===== src/rtl/mem_bus_arbiter.sv =====
// Two-master arbiter (data over fetch, with fetch anti-starvation) in front of the SRAM controller.
// Define MEM_ARB_RDATA_REG_EN to register read data and read acks (read latency 2).
`ifndef MEM_ADDR_BITS
`define MEM_ADDR_BITS 16
`endif
`ifndef XLEN
`define XLEN 32
`endif

module mem_bus_arbiter #(
    parameter int unsigned ADDR_BITS    = `MEM_ADDR_BITS,
    parameter int unsigned DATA_BITS    = `XLEN,
    parameter int unsigned STARVE_LIMIT = 4
) (
    input  logic                   clk,
    input  logic                   reset_n,
    input  logic                   sync_reset,
    input  logic                   if_req,
    input  logic [ADDR_BITS-1:0]   if_addr,
    output logic                   if_gnt,
    output logic                   if_ack,
    output logic [DATA_BITS-1:0]   if_rdata,
    input  logic                   d_re,
    input  logic [DATA_BITS/8-1:0] d_we,
    input  logic [ADDR_BITS-1:0]   d_addr,
    input  logic [DATA_BITS-1:0]   d_wdata,
    output logic                   d_gnt,
    output logic                   d_ack,
    output logic [DATA_BITS-1:0]   d_rdata,
    output logic [ADDR_BITS-1:0]   mem_addr,
    output logic [DATA_BITS/8-1:0] mem_write_en,
    output logic [DATA_BITS-1:0]   mem_write_data,
    output logic                   mem_read_en,
    input  logic                   mem_read_ack,
    input  logic [DATA_BITS-1:0]   mem_read_data
);

    typedef enum logic [1:0] {IDLE, IF_RD, D_RD, D_WR} owner_t;

    owner_t                 owner_d1;
    owner_t                 owner_nxt;
    logic [3:0]             starve_cnt;
    logic [ADDR_BITS-1:0]   addr_q;
    logic                   err_stray;
    logic                   active;
    logic                   d_wr;
    logic                   d_req;
    logic                   force_if;
    logic                   stray_ack;

    always_comb begin
        active    = reset_n & ~sync_reset;
        d_wr      = |d_we;
        d_req     = d_re | d_wr;
        force_if  = (starve_cnt == 4'(STARVE_LIMIT)) & if_req;
        stray_ack = mem_read_ack & ((owner_d1 == IDLE) | (owner_d1 == D_WR));
        owner_nxt = IDLE;
        if (active) begin
            if (force_if)
                owner_nxt = IF_RD;
            else if (d_req)
                owner_nxt = d_wr ? D_WR : D_RD;
            else if (if_req)
                owner_nxt = IF_RD;
        end
    end

    always_comb begin
        if_gnt         = 1'b0;
        d_gnt          = 1'b0;
        mem_read_en    = 1'b0;
        mem_write_en   = '0;
        mem_write_data = '0;
        mem_addr       = addr_q;
        case (owner_nxt)
            IF_RD: begin
                if_gnt      = 1'b1;
                mem_read_en = 1'b1;
                mem_addr    = if_addr;
            end
            D_RD: begin
                d_gnt       = 1'b1;
                mem_read_en = 1'b1;
                mem_addr    = d_addr;
            end
            D_WR: begin
                d_gnt          = 1'b1;
                mem_write_en   = d_we;
                mem_write_data = d_wdata;
                mem_addr       = d_addr;
            end
            default: ;
        endcase
    end

    always_ff @(posedge clk or negedge reset_n) begin
        if (!reset_n) begin
            owner_d1   <= IDLE;
            starve_cnt <= '0;
            addr_q     <= '0;
            err_stray  <= 1'b0;
        end else if (sync_reset) begin
            owner_d1   <= IDLE;
            starve_cnt <= '0;
            addr_q     <= '0;
            err_stray  <= 1'b0;
        end else begin
            owner_d1  <= owner_nxt;
            err_stray <= err_stray | stray_ack;
            if (owner_nxt != IDLE)
                addr_q <= mem_addr;
            if (!if_req || owner_nxt == IF_RD)
                starve_cnt <= '0;
            else if (starve_cnt != 4'(STARVE_LIMIT))
                starve_cnt <= starve_cnt + 4'd1;
        end
    end

`ifdef MEM_ARB_RDATA_REG_EN
    owner_t               owner_d2;
    logic                 ack_d2;
    logic [DATA_BITS-1:0] rdata_q;

    always_ff @(posedge clk or negedge reset_n) begin
        if (!reset_n) begin
            owner_d2 <= IDLE;
            ack_d2   <= 1'b0;
            rdata_q  <= '0;
        end else if (sync_reset) begin
            owner_d2 <= IDLE;
            ack_d2   <= 1'b0;
            rdata_q  <= '0;
        end else begin
            owner_d2 <= owner_d1;
            ack_d2   <= mem_read_ack;
            if (mem_read_ack)
                rdata_q <= mem_read_data;
        end
    end

    // Read acks come from the second stage; write acks stay on the first.
    always_comb begin
        if_ack   = active & ack_d2 & (owner_d2 == IF_RD);
        d_ack    = active & ((ack_d2 & (owner_d2 == D_RD)) | (owner_d1 == D_WR));
        if_rdata = rdata_q;
        d_rdata  = rdata_q;
    end
`else
    always_comb begin
        if_ack   = active & mem_read_ack & (owner_d1 == IF_RD);
        d_ack    = active & ((mem_read_ack & (owner_d1 == D_RD)) | (owner_d1 == D_WR));
        if_rdata = mem_read_data;
        d_rdata  = mem_read_data;
    end
`endif

endmodule

===== config.mk =====
export PLATFORM = sky130hd
export DESIGN_NAME = mem_bus_arbiter
export DESIGN_NICKNAME = d
export VERILOG_FILES = /design/src/rtl/mem_bus_arbiter.sv
export SDC_FILE = /design/constraint.sdc
export NUM_CORES = 1
export LEC_CHECK = 0
export BUFFER_PORTS_ARGS = -buffer_cell sky130_fd_sc_hd__buf_2
export CAP_MARGIN = 20
export CORE_ASPECT_RATIO = 0.6
export CORE_MARGIN = 2
export CORE_UTILIZATION = 35
export DETAILED_ROUTE_END_ITERATION = 10
export PLACE_DENSITY_LB_ADDON = 0.3
export SYNTH_ARGS = -nofsm -noshare
export SYNTH_HDL_FRONTEND = slang
export SYNTH_SLANG_ARGS = --single-unit

===== constraint.sdc =====
create_clock -name clk -period 1.8 [get_ports clk]
set_clock_uncertainty 0.1 [all_clocks]
set_input_delay 0.18 -clock clk [delete_from_list [all_inputs] [get_ports clk]]
set_output_delay 0.18 -clock clk [all_outputs]
set_load 0.1 [all_outputs]

==> flow_metrics.py <==
metrics = {
    "sta": {
        "fmax_mhz": 468,
        "fin_worst_hold_slack_ns": 0.146,
        "fin_crit_sh_pct": 119,
        "worst-slew-pin-transition_ns": 0.537,
        "slew_headroom_pct": 64.1,
        "finalWorstPathRequiredPeriod_ns": 2.14,
        "setup-violations-final": 57,
        "final_critical_path_setup_slack_ns": -0.337,
        "rsz0062_at_grt": "true",
        "timing.final.max_slew_violations": 0,
        "hold_viol_final": 0,
    },
    "yosys": {
        "ys_dominant_reg_cell": "sky130_fd_sc_hd__dfrtp_1",
        "post_synth_xor_area_fraction_pct": 0.690,
        "asr_flop_ratio_synth_pct": 100,
        "largest_area_contributor_in_the_netlist": "sky130_fd_sc_hd__dfrtp_1",
        "synth.lib_cells_used.distinct": 33,
        "post_synth_and_or_nand_nor_area_fraction_pct": 32.1,
        "synth_area_sq_um": 2540,
        "ys_warn_count": 0,
        "top_cells_by_count_synth": "sky130_fd_sc_hd__buf_4, sky130_fd_sc_hd__nor2_1, sky130_fd_sc_hd__and3_1, sky130_fd_sc_hd__dfrtp_1, sky130_fd_sc_hd__nand2_1",
        "syn_nets": 424,
        "synth_compound_gate_area_share_pct": 19.7,
        "postSynthAreaPerCell_sq_um": 8.03,
        "main_combinational_cell_family_by_area_after_synthesis": "simple AND/OR/NAND/NOR gates",
        "synth_enable_flop_cells": 0,
        "synth_largest_type_area_fraction_pct": 21.7,
        "synthAdderAreaFrac_pct": 0.986,
        "synthCells": 316,
        "post-synth-top-count-cell": "sky130_fd_sc_hd__buf_4",
        "synth.ff_latch_count": 22,
        "synth.top_cells.by_area": "sky130_fd_sc_hd__dfrtp_1, sky130_fd_sc_hd__buf_4, sky130_fd_sc_hd__and3_1",
        "seq_area_frac_synth_pct": 21.7,
        "synth_mux_area_share_pct": 0,
    },
    "worst_setup_path": {
        "arrival_ns": 1.86,
        "critical_path.max_fanout": 9,
        "r2r_start": "starve_cnt[1]",
        "cp.required_ns": 1.52,
        "timing.critical_path.from": "starve_cnt[1]",
        "timing.setup.critical_path_class": "reg -> out",
        "timing.critical_path.from_type": "register",
        "critical_path_capture_point_type": "primary output",
    },
    "floorplanning": {
        "x_dimension_of_the_die_microns": 114,
        "design.die.area_sq_um": 7970,
        "initial_core_util_pct": 37.0,
        "coreArea_sq_um": 6850,
        "die_y_microns": 70.0,
        "io_pins": 227,
        "rows": 23,
    },
    "grt": {
        "wire_length_of_the_first_global_routing_pass_microns": 13500,
        "maximum_number_of_pins_on_one_net_before_global_route_repair": 37,
        "initial_antenna_violation_count": 1,
        "grt_use_total_pct": 20.9,
        "grt_remaining_overflow": 0,
        "first_global_vias": 2606,
    },
    "detailed_routing": {
        "detailedRoute.firstPassIterationCount": 4,
        "routedWlPerCell_microns": 16.6,
        "detail_route.drc_violations": 0,
        "via_count": 2656,
        "first_iter_violations": 93,
        "route.detailed.vias_per_inst": 5.17,
        "drt-total-wl_microns": 8550,
        "antenna_violating_nets_post_route": 0,
    },
    "power_and_ir_drop": {
        "power_frac_clock_pct": 18.8,
        "switchingPower_uw": 1220,
        "p_comb_share_pct": 61.5,
        "power.sequential.fraction_pct": 19.8,
        "cell_internal_pwr_uw": 1560,
        "peakVddDrop_mv": 0.403,
        "static-leakage-power_uw": 0.00202,
        "sw_frac_of_total_pct": 43.9,
        "power.density_cell_area_nw_per_um2": 598,
        "total_power_uw": 2780,
    },
    "worst_hold_path": {
        "worst_hold_path_type": "in -> reg",
        "worst_hold_startpoint": "d_addr[5]",
    },
    "layout": {
        "fin_nets": 536,
        "antenna_cells": 0,
        "area_used_by_multi_input_combinational_logic_sq_um": 1770,
        "post-route-cell-area_sq_um": 4660,
        "post_layout_instance_count_excluding_filler_cells": 514,
        "synthToLayoutAreaGrowth_pct": 83.6,
        "num-fill-cells": 521,
        "layout_cell_share_with_drive_strength_beyond_1_pct": 68.9,
        "final_util_pct": 68.0,
        "layout.area.seq_sq_um": 551,
    },
    "clock_network": {
        "cts.sinks": 22,
        "cts_max_path_buffers": 2,
        "clk_latency_worst_skew_pair_ns": 0.26,
        "cts-htree-levels": 1,
        "clock_transition_at_the_registers_of_the_reported_paths_ns": 0.06,
        "cts-root-buf": "sky130_fd_sc_hd__clkbuf_16",
        "number_of_clock_buffers_inserted_by_tritoncts": 3,
        "tritoncts": "yes",
    },
    "placed_design": {
        "gp_congestion": 0.814,
        "detailed_place_hpwl_microns": 6640,
        "dpl_cell_area_sq_um": 4380,
        "port-buffer-count": 130,
        "post-place-cells": 500,
    },
    "job": {
        "drv_cap": 0,
    },
    "status": {
        "status": "finished, violations left",
        "failed_checks": "negative setup slack",
    },
}
==> critical path, stage by stage, from the launching register on <==
cell and delay (ns):
sky130_fd_sc_hd__dfrtp_1 0.38, sky130_fd_sc_hd__inv_2 0.07, sky130_fd_sc_hd__ha_4 0.14, sky130_fd_sc_hd__nand3b_4 0.14, sky130_fd_sc_hd__and2_4 0.23, sky130_fd_sc_hd__o221a_2 0.33, sky130_fd_sc_hd__nor2_4 0.11, sky130_fd_sc_hd__buf_12 0.18
==> repair_timing <==
item	CTS	global route
resized for setup	8	12
setup buffers	4	3
endpoints found under the setup margin	58	62
cloned	1	1
pin swaps	10	5
hold endpoints to repair	22	0
hold buffers	2	0
==> path summary, 6_finish.rpt <==
| kind | endpoint | slack [ns] | cells past startpoint |
|---|---|---|---|
| max in group asynchronous | addr_q[8] | 0.74 | 3 |
| hold reg to reg | starve_cnt[0] | 0.58 | 3 |
| setup reg to reg | addr_q[8] | -0.04 | 8 |
| setup / recovery | mem_addr[11] | -0.34 | 7 |
| hold / removal | addr_q[5] | 0.15 | 3 |
| min in group asynchronous | starve_cnt[1] | 0.49 | 4 |
==> cells in the final DEF (no fill, tap or decap), types with 2 or more instances in the layout <==
cell                             n
sky130_fd_sc_hd__buf_6           5
sky130_fd_sc_hd__nor2_1         32
sky130_fd_sc_hd__o221a_4        11
sky130_fd_sc_hd__buf_12         64
sky130_fd_sc_hd__buf_4          49
sky130_fd_sc_hd__clkbuf_16       4
sky130_fd_sc_hd__o21ai_0         2
sky130_fd_sc_hd__nor3_2          6
sky130_fd_sc_hd__nand3_1        17
sky130_fd_sc_hd__nor2_4         17
sky130_fd_sc_hd__nand2_1        19
sky130_fd_sc_hd__and2_4          6
sky130_fd_sc_hd__a21oi_1         3
sky130_fd_sc_hd__nor3_4          3
sky130_fd_sc_hd__nor3_1          9
sky130_fd_sc_hd__and3_4         32
sky130_fd_sc_hd__xnor2_1         2
sky130_fd_sc_hd__buf_2          73
sky130_fd_sc_hd__nor2_2          3
sky130_fd_sc_hd__dlygate4sd3_1   2
sky130_fd_sc_hd__a21oi_4         2
sky130_fd_sc_hd__inv_1           2
sky130_fd_sc_hd__dfrtp_1        22
sky130_fd_sc_hd__inv_2           2
sky130_fd_sc_hd__o221a_2         5
sky130_fd_sc_hd__o2bb2ai_1      16
==> flip-flops by register name (all words and copies together), names as in the netlist <==
name        cells
owner_d1        2
starve_cnt      4
addr_q         16
==> per-layer routing <==
metal / part of all wire (%) / wire length, microns / GRT usage (%)
met1: 45 / 3830 / 28.8
met5: 0.15 / 13 / 0
met3: 8.7 / 741 / 7.03
met2: 46 / 3930 / 32.5
met4: 0.39 / 33 / 2.57
==> stage by stage <==
step                setup slack (ns)  setup TNS, ns
floorplan                     -0.382          -9.13
global placement              -0.247          -5.83
detailed placement            -0.274          -6.94
CTS                           -0.335         -16.06
global route                  -0.414         -20.29
finish                        -0.337         -15.65
==> cell families (layout without fill, tap and decap cells) <==
| family | Yosys count | count (layout) |
|---|---|---|
| flip-flops | 22 | 22 |
| XOR/XNOR | 2 | 2 |
| adder cells (fa/ha/maj) | 2 | 2 |
| buffers and inverters | 93 | 203 |
| AO/OA/AOI/OAI | 44 | 44 |
| AND/OR/NAND/NOR | 153 | 154 |
==> cell type report <==
| class | count | area share [%] |
|---|---|---|
| Timing Repair Buffer | 194 | 45.4 |
| Multi-Input combinational cell | 202 | 38.1 |
| Inverter | 5 | 0.457 |
| Sequential cell | 22 | 11.8 |
| Tap cell | 87 | 2.34 |
| Clock buffer | 4 | 1.91 |
==> power groups by stage <==
stage          combinational (uW)  clock [uW]  sequential [uW]
6_report                     1710         522              550
5_1_grt                      1780         557              554
4_1_cts                      1680         527              550
3_5_place_dp                 1660           0              559
3_3_place_gp                 1650           0              556
2_1_floorplan                1700           0              556
Note: power is estimated with default switching activity, not from simulation.
